$ cat config.mk
export PLATFORM = sky130hd
export DESIGN_NAME = conv3x3_stream
export DESIGN_NICKNAME = d
export VERILOG_FILES = /design/src/rtl/conv_pkg.sv /design/src/rtl/line_buffer.sv /design/src/rtl/conv3x3_stream.sv
export SDC_FILE = /design/constraint.sdc
export NUM_CORES = 2
export LEC_CHECK = 0
export CAP_MARGIN = 0
export CORE_ASPECT_RATIO = 1.4
export CORE_UTILIZATION = 60
export CTS_BUF_LIST = sky130_fd_sc_hd__clkbuf_8 sky130_fd_sc_hd__clkbuf_16
export DETAILED_ROUTE_END_ITERATION = 16
export PLACE_DENSITY = 0.76
export SETUP_SLACK_MARGIN = 0.1
export SKIP_CTS_REPAIR_TIMING = 1
export SYNTH_ARGS = -nofsm -noshare
export SYNTH_HDL_FRONTEND = slang
export SYNTH_HIERARCHICAL = 1
export SYNTH_SLANG_ARGS = --single-unit
export TNS_END_PERCENT = 5
$ cat constraint.sdc
create_clock -name clk -period 10.8 [get_ports clk]
set_clock_uncertainty 0.15 [all_clocks]
set_input_delay 1.62 -clock clk [delete_from_list [all_inputs] [get_ports clk]]
set_output_delay 1.62 -clock clk [all_outputs]
set_load 0.005 [all_outputs]
$ cat src/rtl/conv_pkg.sv
// Shared constants and types for the streaming 3x3 convolution engine.
package conv_pkg;

    localparam int unsigned K_NUM           = 9;
    localparam int unsigned DEF_COEFF_WIDTH = 8;

    // Kernel / window indices, row-major, top row first.
    localparam int unsigned K_TL = 0;
    localparam int unsigned K_TC = 1;
    localparam int unsigned K_TR = 2;
    localparam int unsigned K_ML = 3;
    localparam int unsigned K_CC = 4;
    localparam int unsigned K_MR = 5;
    localparam int unsigned K_BL = 6;
    localparam int unsigned K_BC = 7;
    localparam int unsigned K_BR = 8;

    typedef logic signed [DEF_COEFF_WIDTH-1:0] kernel_t [0:K_NUM-1];

    localparam kernel_t IDENTITY_KERNEL = '{
        DEF_COEFF_WIDTH'(0), DEF_COEFF_WIDTH'(0), DEF_COEFF_WIDTH'(0),
        DEF_COEFF_WIDTH'(0), DEF_COEFF_WIDTH'(1), DEF_COEFF_WIDTH'(0),
        DEF_COEFF_WIDTH'(0), DEF_COEFF_WIDTH'(0), DEF_COEFF_WIDTH'(0)
    };

    // Accumulator width: one sign bit plus four bits of growth for nine terms.
    function automatic int unsigned acc_width(input int unsigned pw, input int unsigned cw);
        return pw + cw + 5;
    endfunction

endpackage

$ cat src/rtl/line_buffer.sv
// Circular single-line delay; combinational read returns the old entry at the write address.
module line_buffer #(
    parameter int unsigned DEPTH      = 64,
    parameter int unsigned WIDTH      = 8,
    parameter int unsigned ADDR_WIDTH = $clog2(DEPTH)
) (
    input  logic                  clk,
    input  logic                  we,
    input  logic [ADDR_WIDTH-1:0] addr,
    input  logic [WIDTH-1:0]      wdata,
    output logic [WIDTH-1:0]      rdata_c
);

    logic [WIDTH-1:0] mem [DEPTH];

    assign rdata_c = mem[addr];

    always_ff @(posedge clk) begin
        if (we) begin
            mem[addr] <= wdata;
        end
    end

endmodule

$ cat src/rtl/conv3x3_stream.sv
// Streaming 3x3 convolution with ready/valid, runtime kernel/shift and unsigned saturation.
// Define CONV3X3_STREAM_ABS_EN to emit the magnitude of negative results instead of 0.
module conv3x3_stream
    import conv_pkg::*;
#(
    parameter int unsigned PIXEL_WIDTH  = 8,
    parameter int unsigned IMAGE_WIDTH  = 64,
    parameter int unsigned IMAGE_HEIGHT = 64,
    parameter int unsigned COEFF_WIDTH  = DEF_COEFF_WIDTH,
    parameter int unsigned SHIFT_WIDTH  = 4
) (
    input  logic                          clk,
    input  logic                          rst_n,
    input  logic                          s_valid,
    output logic                          s_ready,
    input  logic [PIXEL_WIDTH-1:0]        s_data,
    input  logic                          s_sof,
    output logic                          m_valid,
    input  logic                          m_ready,
    output logic [PIXEL_WIDTH-1:0]        m_data,
    output logic                          m_sof,
    output logic                          m_eol,
    input  logic                          coeff_we,
    input  logic [3:0]                    coeff_addr,
    input  logic signed [COEFF_WIDTH-1:0] coeff_wdata,
    input  logic [SHIFT_WIDTH-1:0]        shift,
    output logic                          frame_done
);

    localparam int unsigned ACC_W  = acc_width(PIXEL_WIDTH, COEFF_WIDTH);
    localparam int unsigned PROD_W = PIXEL_WIDTH + 1 + COEFF_WIDTH;
    localparam int unsigned COL_W  = $clog2(IMAGE_WIDTH);
    localparam int unsigned ROW_W  = $clog2(IMAGE_HEIGHT);
    localparam logic signed [ACC_W-1:0] PIX_MAX = ACC_W'((1 << PIXEL_WIDTH) - 1);

    logic en, accept;
    logic [COL_W-1:0] col_q, cur_col;
    logic [ROW_W-1:0] row_q, cur_row;
    logic last_col, last_row, at_origin, qualify;

    logic signed [COEFF_WIDTH-1:0] shadow_k [K_NUM];
    logic signed [COEFF_WIDTH-1:0] act_k    [K_NUM];
    logic [SHIFT_WIDTH-1:0]        shift_act;

    logic [PIXEL_WIDTH-1:0] lb0_rd, lb1_rd;
    logic [PIXEL_WIDTH-1:0] win      [K_NUM];
    logic [PIXEL_WIDTH-1:0] win_next [K_NUM];

    logic signed [PROD_W-1:0] prod_c  [K_NUM];
    logic signed [PROD_W-1:0] s1_prod [K_NUM];
    logic                     s1_valid, s1_sof, s1_eol;
    logic [SHIFT_WIDTH-1:0]   s1_shift;

    logic signed [ACC_W-1:0] acc_c, sh_c, mag_c;
    logic [PIXEL_WIDTH-1:0]  sat_c;

    assign en      = !m_valid || m_ready;
    assign s_ready = en;
    assign accept  = s_valid && en;

    // An accepted s_sof pixel is (0,0) whatever the counters say.
    always_comb begin
        cur_col   = s_sof ? '0 : col_q;
        cur_row   = s_sof ? '0 : row_q;
        last_col  = (cur_col == COL_W'(IMAGE_WIDTH - 1));
        last_row  = (cur_row == ROW_W'(IMAGE_HEIGHT - 1));
        at_origin = (cur_col == '0) && (cur_row == '0);
        qualify   = (cur_row >= ROW_W'(2)) && (cur_col >= COL_W'(2));
    end

    line_buffer #(
        .DEPTH      (IMAGE_WIDTH),
        .WIDTH      (PIXEL_WIDTH),
        .ADDR_WIDTH (COL_W)
    ) u_lb0 (
        .clk     (clk),
        .we      (accept),
        .addr    (cur_col),
        .wdata   (s_data),
        .rdata_c (lb0_rd)
    );

    line_buffer #(
        .DEPTH      (IMAGE_WIDTH),
        .WIDTH      (PIXEL_WIDTH),
        .ADDR_WIDTH (COL_W)
    ) u_lb1 (
        .clk     (clk),
        .we      (accept),
        .addr    (cur_col),
        .wdata   (lb0_rd),
        .rdata_c (lb1_rd)
    );

    // Window shifts left; products are formed from the post-shift window so latency stays at two.
    always_comb begin
        win_next[K_TL] = win[K_TC];
        win_next[K_TC] = win[K_TR];
        win_next[K_TR] = lb1_rd;
        win_next[K_ML] = win[K_CC];
        win_next[K_CC] = win[K_MR];
        win_next[K_MR] = lb0_rd;
        win_next[K_BL] = win[K_BC];
        win_next[K_BC] = win[K_BR];
        win_next[K_BR] = s_data;
        for (int unsigned i = 0; i < K_NUM; i++) begin
            prod_c[i] = PROD_W'($signed({1'b0, win_next[i]})) * PROD_W'(act_k[i]);
        end
    end

    always_comb begin
        acc_c = '0;
        for (int unsigned i = 0; i < K_NUM; i++) begin
            acc_c = acc_c + ACC_W'(s1_prod[i]);
        end
        sh_c = acc_c >>> s1_shift;
`ifdef CONV3X3_STREAM_ABS_EN
        mag_c = sh_c[ACC_W-1] ? -sh_c : sh_c;
`else
        mag_c = sh_c[ACC_W-1] ? '0 : sh_c;
`endif
        sat_c = (mag_c > PIX_MAX) ? PIX_MAX[PIXEL_WIDTH-1:0] : mag_c[PIXEL_WIDTH-1:0];
    end

    // Datapath storage needs no reset; stale contents are never qualified.
    always_ff @(posedge clk) begin
        if (accept) begin
            win <= win_next;
        end
        if (en) begin
            s1_prod <= prod_c;
        end
    end

    always_ff @(posedge clk or negedge rst_n) begin
        if (!rst_n) begin
            col_q      <= '0;
            row_q      <= '0;
            frame_done <= 1'b0;
            shift_act  <= '0;
            s1_valid   <= 1'b0;
            s1_sof     <= 1'b0;
            s1_eol     <= 1'b0;
            s1_shift   <= '0;
            m_valid    <= 1'b0;
            m_data     <= '0;
            m_sof      <= 1'b0;
            m_eol      <= 1'b0;
            for (int unsigned i = 0; i < K_NUM; i++) begin
                shadow_k[i] <= COEFF_WIDTH'(IDENTITY_KERNEL[i]);
                act_k[i]    <= COEFF_WIDTH'(IDENTITY_KERNEL[i]);
            end
        end else begin
            frame_done <= accept && last_col && last_row;

            if (coeff_we && (coeff_addr < 4'(K_NUM))) begin
                shadow_k[coeff_addr] <= coeff_wdata;
            end

            if (accept) begin
                col_q <= last_col ? '0 : cur_col + COL_W'(1);
                if (last_col) begin
                    row_q <= last_row ? '0 : cur_row + ROW_W'(1);
                end else begin
                    row_q <= cur_row;
                end
                // Commit folds in a same-cycle coefficient write.
                if (at_origin) begin
                    shift_act <= shift;
                    for (int unsigned i = 0; i < K_NUM; i++) begin
                        act_k[i] <= (coeff_we && (coeff_addr == 4'(i))) ? coeff_wdata
                                                                         : shadow_k[i];
                    end
                end
            end

            if (en) begin
                s1_valid <= accept && qualify;
                s1_sof   <= (cur_row == ROW_W'(2)) && (cur_col == COL_W'(2));
                s1_eol   <= last_col;
                s1_shift <= shift_act;
                m_valid  <= s1_valid;
                m_data   <= sat_c;
                m_sof    <= s1_sof;
                m_eol    <= s1_eol;
            end
        end
    end

endmodule

; After elaboration in Yosys (flattened, before gate mapping)
; Memories as Yosys holds them, arrays and structs flattened.
; Index checks and enable logic that the tools add are counted.
; Widths: inputs -> output; s select.
[word_totals]
reg_bits = 380
memories = 2
latch_bits = 0
output_inout_bits = 13
mem_bits_ro = 0
elab_cells = 131
ramBits = 1024
[op_classes]
shift = 1
n_reduce_logical = 24
n_div = 0
bitwise = 1
mux = 21
multipliers = 9
order_cmp = 6
n_eq_ne = 12
add_sub_neg = 10
[memory_table]
columns = memory, depth, word_bits, read_ports, rd_ports_with_merged_regs, write_ports, line
row1 = u_lb0.mem, 64, 8, 1, 0, 1, line_buffer.sv:14  ; logic [WIDTH-1:0] mem [DEPTH];
row2 = u_lb1.mem, 64, 8, 1, 0, 1, line_buffer.sv:14
[ops]
columns = cell, n
row1 = $mul 9x8->17, 9
row2 = $mux 8, 11
row3 = $add 21x17->21, 4
row4 = $bwmux 72, 1
row5 = $demux 8 s4, 1
row6 = $mux 6, 5
row7 = $add 20x17->21, 1
row8 = $sshr 21x4->21, 1
row9 = $add 19x17->20, 1
row10 = $gt 20x8->1 const B, 1
row11 = $mux 20, 1
row12 = $add 18x17->19, 1
row13 = $add 17x17->18, 1
row14 = $logic_and 1x1->1, 18
row15 = $eq 4x3->1 const B, 4
row16 = $add 6x1->6 const B, 2
row17 = $eq 6x2->1 const B, 2
row18 = $eq 6x6->1 const B, 2
row19 = $ge 6x2->1 const B, 2
row20 = $logic_not 6->1, 2
row21 = $eq 4x2->1 const B, 2
row22 = $ge 5x5->1 const B, 1
row23 = $lt 5x1->1 const B, 1
row24 = $not 4->5, 1
row25 = other kinds (8), 9

; Depth between registers and ports, before layout
[depth]
word_depth = 12
mapped_depth = 34
mapped_depth_nobuf = 27

; Modules after synthesis
; Netlist, hierarchy kept.
[modules_own_cells]
columns = module, cells_each, seq_area_each_um2, n_inst, area_per_inst_um2
row1 = line_buffer, 1163, 15374.7, 2, 20289.5
row2 = conv3x3_stream, 3462, 10517.6, 1, 36907.9

; Worst setup path after synthesis
; OpenSTA, ideal clock, no wires.
[synth_timing]
path_kind = input-to-reg
from = input port s_sof
to = register s1_prod[65] (netlist bit), data pin
stages = 31
path_buffers = 6
slack_ns = 1.269
arrival_time_ns = 9.123
path_cell_list = clkbuf_1 -> clkbuf_1 -> nand2b_1 -> inv_1 -> buf_6 -> buf_6 -> buf_2 -> buf_2 -> mux4_2 -> nand2_1 -> a21oi_1 -> a21oi_1 -> nand4_1 -> and2_1 -> fa_1 -> inv_1 -> fa_1 -> fa_1 -> fa_1 -> inv_1 -> ha_1 -> nor2b_1 -> o21ai_0 -> a21boi_0 -> o21ai_0 -> a21boi_0 -> o21ai_0 -> a21boi_0 -> o21ai_0 -> nor2b_1 -> xnor2_1
[synth_lines]
columns = element, line
row1 = start: declaration, conv3x3_stream.sv:17  ; input logic s_sof,
row2 = end signal: assignment, conv3x3_stream.sv:131  ; s1_prod <= prod_c;
row3 = end: declaration, conv3x3_stream.sv:50  ; logic signed [PROD_W-1:0] s1_prod [K_NUM];

==> run_results.csv <==
group,metric,value,unit
setup_path,path_class,"input pin to flop",
flow_run,maxCapViolations,0,
clocking,cts_tree,"yes",
yosys,ys_warn_count,6,
floorplan,die_y,427,um
yosys,ys.flop_type,"edfxtp_1",
cells_and_area,multiInputGateArea,32800,um^2
hold_path,hp-class,"flop to flop",
setup_path,cp-endpoint,"s1_prod[65]",
detailed_routing,vias,47600,
sta,worst_slew_pin_slew,1140,ps
setup_path,endpoint_kind,"flop",
sta,clock.fmax,106,MHz
setup_path,crit_fanout,69,
yosys,synth_area,77500,um^2
setup_path,rr_worst_depth,24,
sta,slew_violations,0,
setup_path,cp_slowest_cell,"nor2_1",
sta,final.period_utilization,87.2,%
detailed_routing,vias_per_cell,6.27,
sta,fin_tns_setup,0,ps
placed_design,gp_congestion,0.942,
global_routing,antenna_found_initial,8,
floorplan,start_util,60.6,%
placed_design,io_buffers,42,
detailed_routing,drt_iter0_drc,5028,
sta,rsz0062_at_grt,"no",
setup_path,path_buf_inv,5,
sta,maxSlewHeadroom,23.9,%
setup_path,slowest_delay,960,ps
cells_and_area,fill_cells,9064,
yosys,yosys.cell_types.count,93,
floorplan,io_pins,43,
detailed_routing,drt_wl_total,194,mm
setup_path,cp_common_cell,"fa_1",
setup_path,r2r-end,"s1_prod[65]",
global_routing,grt_pass1_wl,295,mm
setup_path,reg2reg_from,"col_q[0]",
cells_and_area,area.sequential,41300,um^2
setup_path,critPathArrivalTime,9800,ps
placed_design,dp.cells,7350,
floorplan,fp.coreArea,128000,um^2
cells_and_area,fin_nets,6737,
detailed_routing,routedWlPerCell,25.5,um
setup_path,path_delay_family,"adder cells",
setup_path,cp.depth,25,
yosys,synth_edf_count,1225,
sta,setup_violations,0,
cells_and_area,syn_to_final_growth,8.53,%
global_routing,grt.overflow.total,0,
clocking,clkLatencyLatePin,800,ps
yosys,synth_cells,5788,
clocking,clk_pin_slew,60,ps
global_routing,grt.total_usage,30.4,%
clocking,clock_sinks,1404,
global_routing,grt_pass1_vias,49000,
placed_design,dp_hpwl,135,mm
clocking,cts_max_level,4,
detailed_routing,drc,0,
setup_path,cp.required,11180,ps
setup_path,r2r_slack,2610,ps
status,outcome,"finished clean",
global_routing,grt_start_max_net_pins,95,
yosys,ys_ff_latch,1404,
yosys,ys_seq_area_share,53.3,%
floorplan,fp.dieArea,131000,um^2
clocking,cts_buffer_depth,3,
sta,hold_violations,0,
sta,fin_crit,9420,ps
clocking,numCtsBuffers,134,
detailed_routing,ant_nets,0,
cells_and_area,final_cell_count_no_fill,7592,
cells_and_area,drive_gt1_share,9.93,%
floorplan,die_w,306,um
yosys,synth_area_per_cell,13.4,um^2
setup_path,startpoint,"s_sof",
yosys,synthArstFlopShare,12.7,%
setup_path,startpoint_type,"input pin",
clocking,cts_root_buffer,"clkbuf_16",
floorplan,row_count,155,
detailed_routing,drtPass1Iterations,6,
yosys,syn-num-nets,6687,
==> stage by stage <==
| step | hold WS (ps) | setup WS, ps | util (%) | instance area, um^2 |
|---|---|---|---|---|
| after floorplan | 285 | 1270 | - | 77500 |
| after global placement | 310 | 815 | 62.4 | 79700 |
| after detailed placement | 325 | 699 | 62.4 | 79700 |
| after CTS | 335 | 1530 | 65.8 | 84100 |
| after global routing | 352 | 938 | 65.8 | 84100 |
| final | 333 | 1380 | 65.8 | 84100 |
==> placed cells by master (no fill, tap or decap), types with 33 or more instances in the layout <==
cell	netlist	final
mux2_2	152	152
a31oi_1	37	37
ha_1	414	414
dfrtp_1	177	177
clkdlybuf4s50_1	0	33
xnor2_1	94	94
clkbuf_16	0	138
o21ai_0	120	120
buf_4	11	87
fa_1	455	455
nand2b_1	109	109
mux2i_1	142	142
a21oi_1	134	134
inv_1	656	683
and2_1	319	319
edfxtp_1	1225	1225
mux4_2	82	82
o22ai_1	47	47
nor2_1	293	290
nor2b_1	42	36
a221oi_1	42	42
a22oi_1	81	81
nand2_1	418	418
==> worst min-delay path: stages, from the launching register on <==
cell,delay (ps)
dfrtp_1,340
nand2_1,50
nand2_1,50
==> final cells by class <==
| cell class | instances | area share [%] |
|---|---|---|
| flip-flops and latches | 1404 | 49.1 |
| multi-input cells | 3508 | 38.9 |
| clock buffers | 142 | 4.17 |
| inverters | 657 | 2.95 |
| well taps | 1648 | 2.45 |
| repair buffers | 133 | 1.33 |
| clock inverters | 99 | 1.07 |
| diodes | 1 | 0.00298 |
==> synth_stat cells (24+ instances only) <==
master / instances / share of area [%]
and3_1: 24 / 0.19
o21ai_0: 120 / 0.78
mux4_2: 82 / 2.4
fa_1: 455 / 12
edfxtp_1: 1225 / 47
nor2_1: 293 / 1.4
mux2_2: 152 / 2.2
nand2_1: 418 / 2.0
inv_1: 656 / 3.2
a221o_1: 25 / 0.32
xnor2_1: 94 / 1.1
ha_1: 414 / 6.7
and2_1: 319 / 2.6
nand3b_1: 28 / 0.27
clkbuf_1: 105 / 0.51
mux2i_1: 142 / 1.8
nand3_1: 25 / 0.16
a21o_1: 27 / 0.26
a22oi_1: 81 / 0.78
a221oi_1: 42 / 0.47
a21oi_1: 134 / 0.87
nor2b_1: 42 / 0.34
nand2b_1: 109 / 0.88
a31oi_1: 37 / 0.30
buf_2: 77 / 0.50
a21boi_0: 26 / 0.25
nor3_1: 27 / 0.17
dfrtp_1: 177 / 5.7
o22ai_1: 47 / 0.38
==> logic make-up after synthesis <==
group	Yosys count	synth area share, %
multiplexers	391	6.65
buffers and inverters	876	4.53
AND/OR/NAND/NOR	1390	9.10
adder cells (fa/ha/maj)	869	18.4
XOR/XNOR	103	1.16
AO/OA/AOI/OAI	755	6.87
flip-flops	1404	53.3
==> layer usage <==
layer	wire length (um)	up-vias	track usage (%)
met5	13	-	0
met4	12200	2	17.2
met3	14700	590	4.86
met2	97700	2323	52.4
met1	69200	24100	36.5
li1	-	20600	-
==> how the worst min path moves through the flow <==
stage	end	depth (start not counted)	startpoint
2_1_floorplan	m_valid	1	s1_valid
3_3_place_gp	col_q[5]	1	col_q[5]
3_5_place_dp	s1_shift[1]	2	shift_act[1]
4_1_cts	m_sof	2	s1_sof
5_1_grt	shadow_k[33]	1	shadow_k[33]
6_report	m_sof	2	s1_sof
==> sequential cells by signal, indices dropped and copies added (netlist names), 4 cells and up <==
signal,count
act_k,72
col_q,6
m_data,8
row_q,6
s1_prod,153
s1_shift,4
shadow_k,72
shift_act,4
u_lb0/mem,512
u_lb1/mem,512
win,48
Power is not shown: default switching activity piles up to over one toggle a cycle in this logic, so the estimate is an artifact.
